## src/rtl/sparse_weight_encoder_pkg.sv

```systemverilog
// swe_pkg: shared widths and state encoding for the sparse weight encoder.
// Provides fallback values for the header.h width macros when that header is absent.
`default_nettype none

`ifndef IA_CHANNEL
`define IA_CHANNEL 4
`endif
`ifndef W_C_LENGTH
`define W_C_LENGTH 16
`endif

package swe_pkg;
  localparam int PTR_W = 11;
  localparam int POS_W = 3;
  localparam int R_W   = 3;
  localparam int K_W   = 5;

  typedef enum logic [1:0] {
    IDLE = 2'd0,
    RECV = 2'd1,
    DONE = 2'd2
  } state_e;
endpackage

`default_nettype wire

```

## src/rtl/sparse_weight_encoder_if.sv

```systemverilog
// sparse_weight_encoder_if: dense input stream plus sparse result bus.
// Macro SWE_THRESH_PRUNE_EN adds the i_thresh input.
`default_nettype none

interface sparse_weight_encoder_if
  import swe_pkg::*;
#(
  parameter int NGROUP = `IA_CHANNEL * 3,
  parameter int GLEN   = 5,
  parameter int VAL_W  = 8,
  parameter int CAP    = `W_C_LENGTH
);
  logic             i_start;
  logic             i_valid;
  logic [VAL_W-1:0] i_data;
`ifdef SWE_THRESH_PRUNE_EN
  logic [VAL_W-2:0] i_thresh;
`endif
  logic             o_ready;
  logic [PTR_W-1:0] o_ptr [0:NGROUP-1];
  logic [R_W-1:0]   o_r   [0:NGROUP-1];
  logic [K_W-1:0]   o_k   [0:NGROUP-1];
  logic [VAL_W-1:0] o_val [0:CAP-1];
  logic [POS_W-1:0] o_pos [0:CAP-1];
  logic [PTR_W-1:0] o_length;
  logic             o_overflow;
  logic             o_finish;

`ifdef SWE_THRESH_PRUNE_EN
  modport master (
    output i_start, i_valid, i_data, i_thresh,
    input  o_ready, o_ptr, o_r, o_k, o_val, o_pos, o_length, o_overflow, o_finish
  );
  modport slave (
    input  i_start, i_valid, i_data, i_thresh,
    output o_ready, o_ptr, o_r, o_k, o_val, o_pos, o_length, o_overflow, o_finish
  );
`else
  modport master (
    output i_start, i_valid, i_data,
    input  o_ready, o_ptr, o_r, o_k, o_val, o_pos, o_length, o_overflow, o_finish
  );
  modport slave (
    input  i_start, i_valid, i_data,
    output o_ready, o_ptr, o_r, o_k, o_val, o_pos, o_length, o_overflow, o_finish
  );
`endif
endinterface

`default_nettype wire

```

## src/rtl/sparse_weight_encoder_nz_detect.sv

```systemverilog
// swe_nz_detect: combinational "counts as nonzero" test for one weight.
// Macro SWE_THRESH_PRUNE_EN switches from exact-zero to magnitude-threshold pruning.
`default_nettype none

module swe_nz_detect #(
  parameter int VAL_W = 8
) (
  input  logic [VAL_W-1:0] data_i,
`ifdef SWE_THRESH_PRUNE_EN
  input  logic [VAL_W-2:0] thresh_i,
`endif
  output logic             nz_o
);
`ifdef SWE_THRESH_PRUNE_EN
  logic [VAL_W-1:0] mag;

  // Unsigned magnitude: the most negative value maps to 2^(VAL_W-1) without overflow.
  assign mag  = data_i[VAL_W-1] ? (~data_i + VAL_W'(1)) : data_i;
  assign nz_o = (data_i != '0) && (mag >= {1'b0, thresh_i});
`else
  assign nz_o = |data_i;
`endif
endmodule

`default_nettype wire

```

## src/rtl/sparse_weight_encoder.sv

```systemverilog
// sparse_weight_encoder: dense weight stream -> cumulative group pointers plus packed nonzero list.
// Macro SWE_THRESH_PRUNE_EN enables threshold pruning (i_thresh on the interface).
`default_nettype none

module sparse_weight_encoder
  import swe_pkg::*;
#(
  parameter int NGROUP = `IA_CHANNEL * 3,
  parameter int GLEN   = 5,
  parameter int VAL_W  = 8,
  parameter int CAP    = `W_C_LENGTH
) (
  input  logic                   i_clk,
  input  logic                   i_rst_n,
  sparse_weight_encoder_if.slave bus
);
  localparam int               GC_W      = (NGROUP > 1) ? $clog2(NGROUP) : 1;
  localparam logic [POS_W-1:0] ELEM_LAST = POS_W'(GLEN - 1);
  localparam logic [GC_W-1:0]  GRP_LAST  = GC_W'(NGROUP - 1);
  localparam logic [PTR_W-1:0] CAP_L     = PTR_W'(CAP);

  state_e           state_q, state_d;
  logic [POS_W-1:0] elem_q, elem_d;
  logic [GC_W-1:0]  grp_q, grp_d;
  logic [PTR_W-1:0] len_q, len_d, len_upd;
  logic             ovf_q, ovf_d;
  logic [PTR_W-1:0] ptr_q [NGROUP];
  logic [PTR_W-1:0] ptr_d [NGROUP];
  logic [VAL_W-1:0] val_q [CAP];
  logic [VAL_W-1:0] val_d [CAP];
  logic [POS_W-1:0] pos_q [CAP];
  logic [POS_W-1:0] pos_d [CAP];
  logic             nz;
  logic             beat;
`ifdef SWE_THRESH_PRUNE_EN
  logic [VAL_W-2:0] thresh_q, thresh_d;
`endif

  swe_nz_detect #(.VAL_W(VAL_W)) u_nz_detect (
    .data_i   (bus.i_data),
`ifdef SWE_THRESH_PRUNE_EN
    .thresh_i (thresh_q),
`endif
    .nz_o     (nz)
  );

  assign beat = (state_q == RECV) && bus.i_valid;

  always_comb begin
    state_d = state_q;
    elem_d  = elem_q;
    grp_d   = grp_q;
    len_d   = len_q;
    len_upd = len_q;
    ovf_d   = ovf_q;
    ptr_d   = ptr_q;
    val_d   = val_q;
    pos_d   = pos_q;
`ifdef SWE_THRESH_PRUNE_EN
    thresh_d = thresh_q;
`endif
    unique case (state_q)
      IDLE: begin
        if (bus.i_start) begin
          state_d = RECV;
          elem_d  = '0;
          grp_d   = '0;
          len_d   = '0;
          ovf_d   = 1'b0;
`ifdef SWE_THRESH_PRUNE_EN
          thresh_d = bus.i_thresh;
`endif
        end
      end
      RECV: begin
        if (beat) begin
          if (nz) begin
            if (len_q < CAP_L) begin
              for (int i = 0; i < CAP; i++) begin
                if (len_q == PTR_W'(i)) begin
                  val_d[i] = bus.i_data;
                  pos_d[i] = elem_q;
                end
              end
              len_upd = len_q + PTR_W'(1);
            end else begin
              ovf_d = 1'b1;
            end
          end
          len_d = len_upd;
          // Group pointer includes the current beat, so it is taken from the updated length.
          if (elem_q == ELEM_LAST) begin
            elem_d = '0;
            for (int g = 0; g < NGROUP; g++) begin
              if (grp_q == GC_W'(g)) begin
                ptr_d[g] = len_upd;
              end
            end
            if (grp_q == GRP_LAST) begin
              grp_d   = '0;
              state_d = DONE;
            end else begin
              grp_d = grp_q + GC_W'(1);
            end
          end else begin
            elem_d = elem_q + POS_W'(1);
          end
        end
      end
      DONE: begin
        state_d = IDLE;
      end
      default: begin
        state_d = IDLE;
      end
    endcase
  end

  always_ff @(posedge i_clk or negedge i_rst_n) begin
    if (!i_rst_n) begin
      state_q <= IDLE;
      elem_q  <= '0;
      grp_q   <= '0;
      len_q   <= '0;
      ovf_q   <= 1'b0;
`ifdef SWE_THRESH_PRUNE_EN
      thresh_q <= '0;
`endif
      for (int g = 0; g < NGROUP; g++) begin
        ptr_q[g] <= '0;
      end
      for (int i = 0; i < CAP; i++) begin
        val_q[i] <= '0;
        pos_q[i] <= '0;
      end
    end else begin
      state_q <= state_d;
      elem_q  <= elem_d;
      grp_q   <= grp_d;
      len_q   <= len_d;
      ovf_q   <= ovf_d;
`ifdef SWE_THRESH_PRUNE_EN
      thresh_q <= thresh_d;
`endif
      for (int g = 0; g < NGROUP; g++) begin
        ptr_q[g] <= ptr_d[g];
      end
      for (int i = 0; i < CAP; i++) begin
        val_q[i] <= val_d[i];
        pos_q[i] <= pos_d[i];
      end
    end
  end

  assign bus.o_ready    = (state_q == RECV);
  assign bus.o_finish   = (state_q == DONE);
  assign bus.o_length   = len_q;
  assign bus.o_overflow = ovf_q;

  // Row/channel tags are fixed by group index and bypass reset.
  for (genvar g = 0; g < NGROUP; g++) begin : g_grp
    assign bus.o_ptr[g] = ptr_q[g];
    assign bus.o_r[g]   = R_W'(g % 3);
    assign bus.o_k[g]   = K_W'(g / 3);
  end

  for (genvar i = 0; i < CAP; i++) begin : g_list
    assign bus.o_val[i] = val_q[i];
    assign bus.o_pos[i] = pos_q[i];
  end
endmodule

`default_nettype wire

```

## src/flat_wrapper.sv

```systemverilog
// flat-port wrapper written by rule: the top's interface ports become plain ports
module sparse_weight_encoder_flat import swe_pkg::*;
#(
  parameter int NGROUP = `IA_CHANNEL * 3,
  parameter int GLEN   = 5,
  parameter int VAL_W  = 8,
  parameter int CAP    = `W_C_LENGTH
)
  (i_clk, i_rst_n, bus_i_start, bus_i_valid, bus_i_data, bus_o_ready, bus_o_ptr, bus_o_r, bus_o_k, bus_o_val, bus_o_pos, bus_o_length, bus_o_overflow, bus_o_finish);
  sparse_weight_encoder_if #(.NGROUP(NGROUP), .GLEN(GLEN), .VAL_W(VAL_W), .CAP(CAP)) bus_i ();
  input  logic i_clk;
  input  logic i_rst_n;
  input wire logic [$bits(bus_i.i_start)-1:0] bus_i_start;
  input wire logic [$bits(bus_i.i_valid)-1:0] bus_i_valid;
  input wire logic [$bits(bus_i.i_data)-1:0] bus_i_data;
  output wire logic [$bits(bus_i.o_ready)-1:0] bus_o_ready;
  output wire logic [$bits(bus_i.o_ptr)-1:0] bus_o_ptr;
  output wire logic [$bits(bus_i.o_r)-1:0] bus_o_r;
  output wire logic [$bits(bus_i.o_k)-1:0] bus_o_k;
  output wire logic [$bits(bus_i.o_val)-1:0] bus_o_val;
  output wire logic [$bits(bus_i.o_pos)-1:0] bus_o_pos;
  output wire logic [$bits(bus_i.o_length)-1:0] bus_o_length;
  output wire logic [$bits(bus_i.o_overflow)-1:0] bus_o_overflow;
  output wire logic [$bits(bus_i.o_finish)-1:0] bus_o_finish;
  assign bus_i.i_start = bus_i_start;
  assign bus_i.i_valid = bus_i_valid;
  assign bus_i.i_data = bus_i_data;
  assign bus_o_ready = bus_i.o_ready;
  assign bus_o_ptr = {>>{bus_i.o_ptr}};
  assign bus_o_r = {>>{bus_i.o_r}};
  assign bus_o_k = {>>{bus_i.o_k}};
  assign bus_o_val = {>>{bus_i.o_val}};
  assign bus_o_pos = {>>{bus_i.o_pos}};
  assign bus_o_length = bus_i.o_length;
  assign bus_o_overflow = bus_i.o_overflow;
  assign bus_o_finish = bus_i.o_finish;
  sparse_weight_encoder #(.NGROUP(NGROUP), .GLEN(GLEN), .VAL_W(VAL_W), .CAP(CAP)) u_core (.i_clk(i_clk), .i_rst_n(i_rst_n), .bus(bus_i));
endmodule
```

## config.mk

```make
export PLATFORM = sky130hd
export DESIGN_NAME = sparse_weight_encoder_flat
export DESIGN_NICKNAME = d
export VERILOG_FILES = /design/src/rtl/sparse_weight_encoder_pkg.sv /design/src/rtl/sparse_weight_encoder_if.sv /design/src/rtl/sparse_weight_encoder_nz_detect.sv /design/src/rtl/sparse_weight_encoder.sv /design/src/flat_wrapper.sv
export SDC_FILE = /design/constraint.sdc
export NUM_CORES = 1
export LEC_CHECK = 0
export BUFFER_PORTS_ARGS = -buffer_cell sky130_fd_sc_hd__buf_2
export CORE_MARGIN = 5
export CORE_UTILIZATION = 46
export DETAILED_ROUTE_END_ITERATION = 7
export PLACE_DENSITY_LB_ADDON = 0.08
export SYNTH_ARGS = -nofsm -noshare
export SYNTH_HDL_FRONTEND = slang
export SYNTH_HIERARCHICAL = 1
export SYNTH_SLANG_ARGS = --single-unit
```

## constraint.sdc

```tcl
create_clock -name i_clk -period 2.4 [get_ports i_clk]
set_input_delay 0.24 -clock i_clk [delete_from_list [all_inputs] [get_ports i_clk]]
set_output_delay 0.24 -clock i_clk [all_outputs]
set_load 0.01 [all_outputs]
```

=== Word-level counts from Yosys, hierarchy flattened ===
Index checks and enable logic that the tools add are counted.

* Mux-type cells: 24
* Add/sub/neg operators: 3
* Reduce and logical (&&, ||, !) cells: 38
* Equal/unequal tests: 35
* $lt $le $gt $ge: 1

{| class="wikitable"
|+ Operator list
! kind !! number
|-
| equality test 11 x 4 -> 1 bit, second input constant || 8
|-
| AND reduction 5 bit || 17
|-
| AND reduction 4 bit || 14
|-
| equality test 11 x 3 -> 1 bit, second input constant || 4
|-
| two-way mux 11 bit || 4
|-
| equality test 11 x 2 -> 1 bit, second input constant || 2
|-
| one-hot mux 11 bit (2 select lines) || 1
|-
| equality test 4 x 3 -> 1 bit, second input constant || 4
|-
| equality test 4 bit, second input constant || 4
|-
| two-way mux 4 bit || 4
|-
| adder 11 x 1 -> 11 bit, second input constant || 1
|-
| equality test 11 x 1 -> 1 bit, second input constant || 1
|-
| zero test 11 bit || 1
|-
| < comparator 11 x 5 -> 1 bit, second input constant || 1
|-
| two-way mux 3 bit || 3
|-
| equality test 4 x 2 -> 1 bit, second input constant || 2
|-
| two-way mux 2 bit || 4
|-
| inequality test 2 x 1 -> 1 bit, second input constant || 4
|-
| one-hot mux 4 bit (2 select lines) || 1
|-
| OR reduction 8 bit || 1
|-
| one-hot mux 3 bit (2 select lines) || 1
|-
| adder 4 x 1 -> 4 bit, second input constant || 1
|-
| equality test 4 x 1 -> 1 bit, second input constant || 1
|-
| zero test 4 bit || 1
|-
| 12 further kinds || 16
|}

* Output and inout port bits: 418
* Word-level logic and storage cells: 150
* Register bits: 329

=== Longest topological paths before layout ===
* Word-level depth: 5
* Mapped depth: 10
* Depth with buffers taken out: 6

=== Cells and area by module ===
Netlist, hierarchy kept.

{| class="wikitable"
|+ By module, submodules not included
! module !! cells an instance !! sequential area each (um2) !! instances !! area an instance (um2)
|-
| sparse_weight_encoder || 998 || 8,232.9 || 1 || 13,673.1
|-
| swe_nz_detect || 3 || 0.0 || 1 || 16.3
|}

=== Worst setup path before layout ===
Ideal clock, no wire load.

* Path type: reg-to-reg
* Start: register u_core.elem_q[0]
* End: register u_core.ptr_q, in the netlist u_core/bus.o_ptr[28]
* Cell stages (with the launch flop): 10
* Arrival: 2.330 ns
* Required time: 2.275 ns
* Clock period less this slack: 2.455 ns
* Slack: -0.055 ns
* Cell sequence: dfrtp_1 -> clkbuf_1 -> clkbuf_1 -> inv_1 -> ha_1 -> and2_1 -> clkbuf_1 -> nand4_1 -> clkbuf_1 -> mux2_2

* Word-level cells in the longest chain between the ends: 2

{| class="wikitable"
|+ RTL lines
! item !! line !! RTL
|-
| start: declaration || sparse_weight_encoder.sv:23 || <nowiki>logic [POS_W-1:0] elem_q, elem_d;</nowiki>
|-
| start signal: assignment || sparse_weight_encoder.sv:138 || <nowiki>elem_q <= elem_d;</nowiki>
|-
| equality test 3 bit || sparse_weight_encoder.sv:92 || <nowiki>if (elem_q == ELEM_LAST) begin</nowiki>
|-
| AND reduction 4 bit (no line) || n/a ||
|-
| end signal: indexed assignment || sparse_weight_encoder.sv:146 || <nowiki>ptr_q[g] <= ptr_d[g];</nowiki>
|-
| end: declaration || sparse_weight_encoder.sv:27 || <nowiki>logic [PTR_W-1:0] ptr_q [NGROUP];</nowiki>
|}

No other way between the ends.
A chain may end at the register's enable or synchronous reset.

=== Worst setup path in the final report ===
* Start: register u_core.len_q[8], in the netlist u_core/bus.o_length[8]
* End: register u_core.val_q, in the netlist u_core/bus.o_val[28]

* Word-level cells in the longest chain between the ends: 2
* Elaborated cells between the ends (all ways): 3

{| class="wikitable"
|+ RTL lines
! item !! line !! RTL
|-
| start: declaration || sparse_weight_encoder.sv:25 || <nowiki>logic [PTR_W-1:0] len_q, len_d, len_upd;</nowiki>
|-
| start signal: assignment || sparse_weight_encoder.sv:140 || <nowiki>len_q <= len_d;</nowiki>
|-
| < comparator 11 x 5 -> 1 bit / equality test 11 x 4 -> 1 bit (equally long branches) || sparse_weight_encoder.sv:78, sparse_weight_encoder.sv:80 ||
|-
| AND reduction 5 bit (no line) * || n/a ||
|-
| end signal: indexed assignment || sparse_weight_encoder.sv:149 || <nowiki>val_q[i] <= val_d[i];</nowiki>
|-
| end: declaration || sparse_weight_encoder.sv:29 || <nowiki>logic [VAL_W-1:0] val_q [CAP];</nowiki>
|}

Every way passes the cells marked *; elsewhere a longest branch is shown, timed or not.

==> metrics.md <==
| Metric | Value |
|---|---|
| Synth Area per Inst | 13.7 sq um |
| Achievable Freq | 0.418 GHz |
| Synth unique cells | 47 |
| Final period util | 0.996 |
| Vias in the first global route | 9,035 |
| MaxCap Viol Count | 0 |
| Crit path max fanout | 11 |
| Most frequent cells in the layout | buf_2 (332), dfrtp_1 (329), mux2_2 (218) |
| Synth Warn # | 6 |
| Area leader, netlist | dfrtp_1 |
| Largest family of logic cells by synthesized area | multiplexers |
| Startpoint Class | flop |
| Hold wc startpoint | bus_i_start |
| # DRC | 0 |
| RSZ-0062 raised after global routing | true |
| EDFF count, synth | 0 |
| Commonest non-fill, non-tap cell in the layout | buf_2 |
| Peak supply drop | 0.000518 V |
| RR Startpoint | u_core/bus.o_length[8] |
| Max incr delay on CP | 0.81 ns |
| Worst reg2reg path depth | 4 |
| Die height | 183 microns |
| Post-Synth Adder-Cell Area | 0.00914 |
| Post-synthesis mux area share | 0.217 |
| Worst path cell trace | nor4_4, nand4_1, nor2_1, mux2_2 |
| TNS Setup | 0 ns |
| Clock sink count | 329 |
| Nets | 1,400 |
| Slew Limit Fails | 0 |
| Largest net degree at the start of global routing | 67 |
| Async set-reset flop share out of synthesis | 1.00 |
| Die width | 183 microns |
| Clock Power Share | 0.301 |
| Worst hold-check path type | primary input to flop |
| Global route overflow | 0 |
| Compound-Gate Fraction of Synth Area | 0.0309 |
| Clock Path Buffers | 3 |
| Post-Synth Simple-Gate Area | 0.0606 |
| Critical path's top delay family | simple AND/OR/NAND/NOR gates |
| Htree depth | 2 |
| CP Buf/Inv Count | 0 |
| Root Driver | clkbuf_16 |
| Via count | 8,715 |
| Postcts setup bufs | 0 |
| Cell count after synthesis | 1,001 |
| Post-synthesis sequential area ratio | 0.601 |
| Post-DP HPWL | 26,300 microns |
| CORE AREA | 0.0295 sq mm |
| Critical Path RT | 2.78 ns |
| Sequential power share | 0.410 |
| DR vias/cell | 4.86 |
| Comb pwr share | 0.289 |
| P_sw | 0.00583 W |
| Critical path depth in cells | 4 |
| Routed Wire Length | 36,600 microns |
| Ranking of synthesized cells by area | dfrtp_1 (60%), mux2_2 (18%), buf_4 (5.3%) |
| Placed Cells | 1,729 |
| Crit path kind | flop to flop |
| Fin. Hold Viols | 0 |
| Status | finished, final reports clean |
| Pwr dens | 1090 mW/mm^2 |
| ANT nets after route | 0 |
| Power Total | 0.0187 W |
| Worst-path clk slew | 0.06 ns |
| Row count | 63 |
| Critical Path Source | u_core/bus.o_length[8] |
| Routability cong. | 0.838 |
| Area Overhead vs Synth | 25.2% |
| Final Instance Count excl. Fillers | 1,793 |
| Leakage | 9.45 nW |
| Synth Area in XOR/XNOR | 0.00192 |
| Slew Limit Headroom | 0.320 |
| Setup violators final | 0 |
| Top cell type's share of synthesized area | 0.601 |
| All-Layer GR Usage | 0.215 |
| Flops & latches, synth | 329 |
| Initial antenna violation count | 2 |
| CP endpoint kind | flop |
| DR iter-0 viols | 420 |
| Minimum clock period | 2.39 ns |
| Crit path DAT | 2.77 ns |
| Slowest-stage cell, CP | nor2_1 |
| Routed length per instance | 20.4 microns |
| Total CTS buffers | 36 |
| TritonRoute pass-1 iters | 4 |
| Switch share | 0.312 |
| Port Buffers | 333 |
| Pint | 0.0129 W |
| Share of layout cells above drive strength 1 | 0.518 |
| Initial Util | 0.464 |
| First-pass GRT wire length | 56,300 microns |
| Worst Hold Path Cells | 2 |
| Later-pin clock latency in the skew report | 0.51 ns |
| Synth Flop Type | dfrtp_1 |
| Die ar. | 0.0333 sq mm |
| # IOs | 430 |
| TritonCTS clock tree | yes |
| Post-Synthesis Cell Area | 0.0137 sq mm |
| Worst Tran Pin Value | 1.02 ns |
| Worst Skew | 0.0150 ns |
==> per-layer routing <==
layer	global-route usage	part of all wire	up-vias
met2	0.340	0.47	292
met3	0.0763	0.095	41
met5	0	0.00068	-
met1	0.293	0.42	4370
met4	0.0399	0.013	4
li1	-	-	4008
==> power by group through the flow <==
stage | clock, W | combinational, W | sequential (W)
2_1_floorplan | 0 | 0.00240 | 0.00823
5_1_grt | 0.00601 | 0.00588 | 0.00783
3_3_place_gp | 0 | 0.00540 | 0.00776
6_report | 0.00562 | 0.00540 | 0.00767
3_5_place_dp | 0 | 0.00549 | 0.00777
4_1_cts | 0.00578 | 0.00551 | 0.00767
==> sequential cells by signal (all words and copies together) (netlist names) <==
| register | cells |
|---|---|
| u_core/bus.o_ptr | 132 |
| u_core/bus.o_overflow | 1 |
| u_core/state_q | 2 |
| u_core/grp_q | 4 |
| u_core/bus.o_length | 11 |
| u_core/elem_q | 3 |
| u_core/bus.o_val | 128 |
| u_core/bus.o_pos | 48 |
==> cell usage after synthesis (2+ instances only) <==
cell type,instances
dfrtp_1,329
mux2_2,218
buf_4,96
nand2_1,50
o21ai_0,42
clkbuf_1,39
mux2_4,30
nor2_1,30
a21oi_1,22
buf_2,21
inv_1,14
nand3_1,11
nand4_1,11
ha_1,10
and2_1,8
mux2i_1,7
nor3_1,7
nand2b_1,5
buf_6,4
nor2b_1,4
a21o_1,3
nand3_2,3
nand4b_1,3
nor4_1,3
a31oi_1,2
conb_1,2
nor3_2,2
nor4_2,2
nor4_4,2
o31ai_1,2
or4_4,2
xnor2_1,2
==> path summary, 6_finish.rpt <==
check,slack (ns),endpoint
hold reg to reg,0.47,u_core/bus.o_ptr[90]
min in group asynchronous,0.24,u_core/bus.o_pos[30]
hold / removal,0.05,u_core/state_q[0]
setup / recovery,0.009,u_core/bus.o_val[28]
setup reg to reg,0.009,u_core/bus.o_val[28]
max in group asynchronous,1.43,u_core/bus.o_val[79]
==> cell type report <==
class	instances	area, sq um
clock inverter	9	150
sequential	329	8230
multi-input combinational	592	4770
tap	390	488
antenna	1	2.50
inverter	14	52.6
clock buffer	53	1070
timing repair buffer	405	2370
fill	2522	12300
==> worst reg2reg max path: stages, from the launching register on <==
cell and delay (ns):
dfrtp_1 0.40, nor4_4 0.43, nand4_1 0.21, nor2_1 0.81, mux2_2 0.42
==> cells by family (layout without fill, tap and decap cells) <==
group,after synthesis,count (layout)
DFF,329,329
muxes,255,255
buffers and inverters,174,481
and+or+nand+nor,151,151
AOI/OAI and AO/OA,77,77
adders and majority gates,10,10
xor gates and xnor gates,3,3
other,2,97
==> stage by stage <==
step,hold slack [ns],area [sq um],setup WS [ns],util
3_5_place_dp,0.173,15900,-0.00260,0.539
3_3_place_gp,0.175,15900,0.0339,0.539
2_1_floorplan,-0.0556,14000,0.119,-
5_1_grt,0.0421,17100,-0.168,0.581
4_1_cts,0.0314,17100,0.00492,0.581
6_report,0.0483,17100,0.00859,0.581
==> what timing repair did <==
action,4_1_cts,5_1_grt
hold buffers,1,0
endpoints found under the setup margin,0,80
endpoints found under the hold margin,37,0
gates resized for setup,0,3
(Power assumes the default switching activity.)
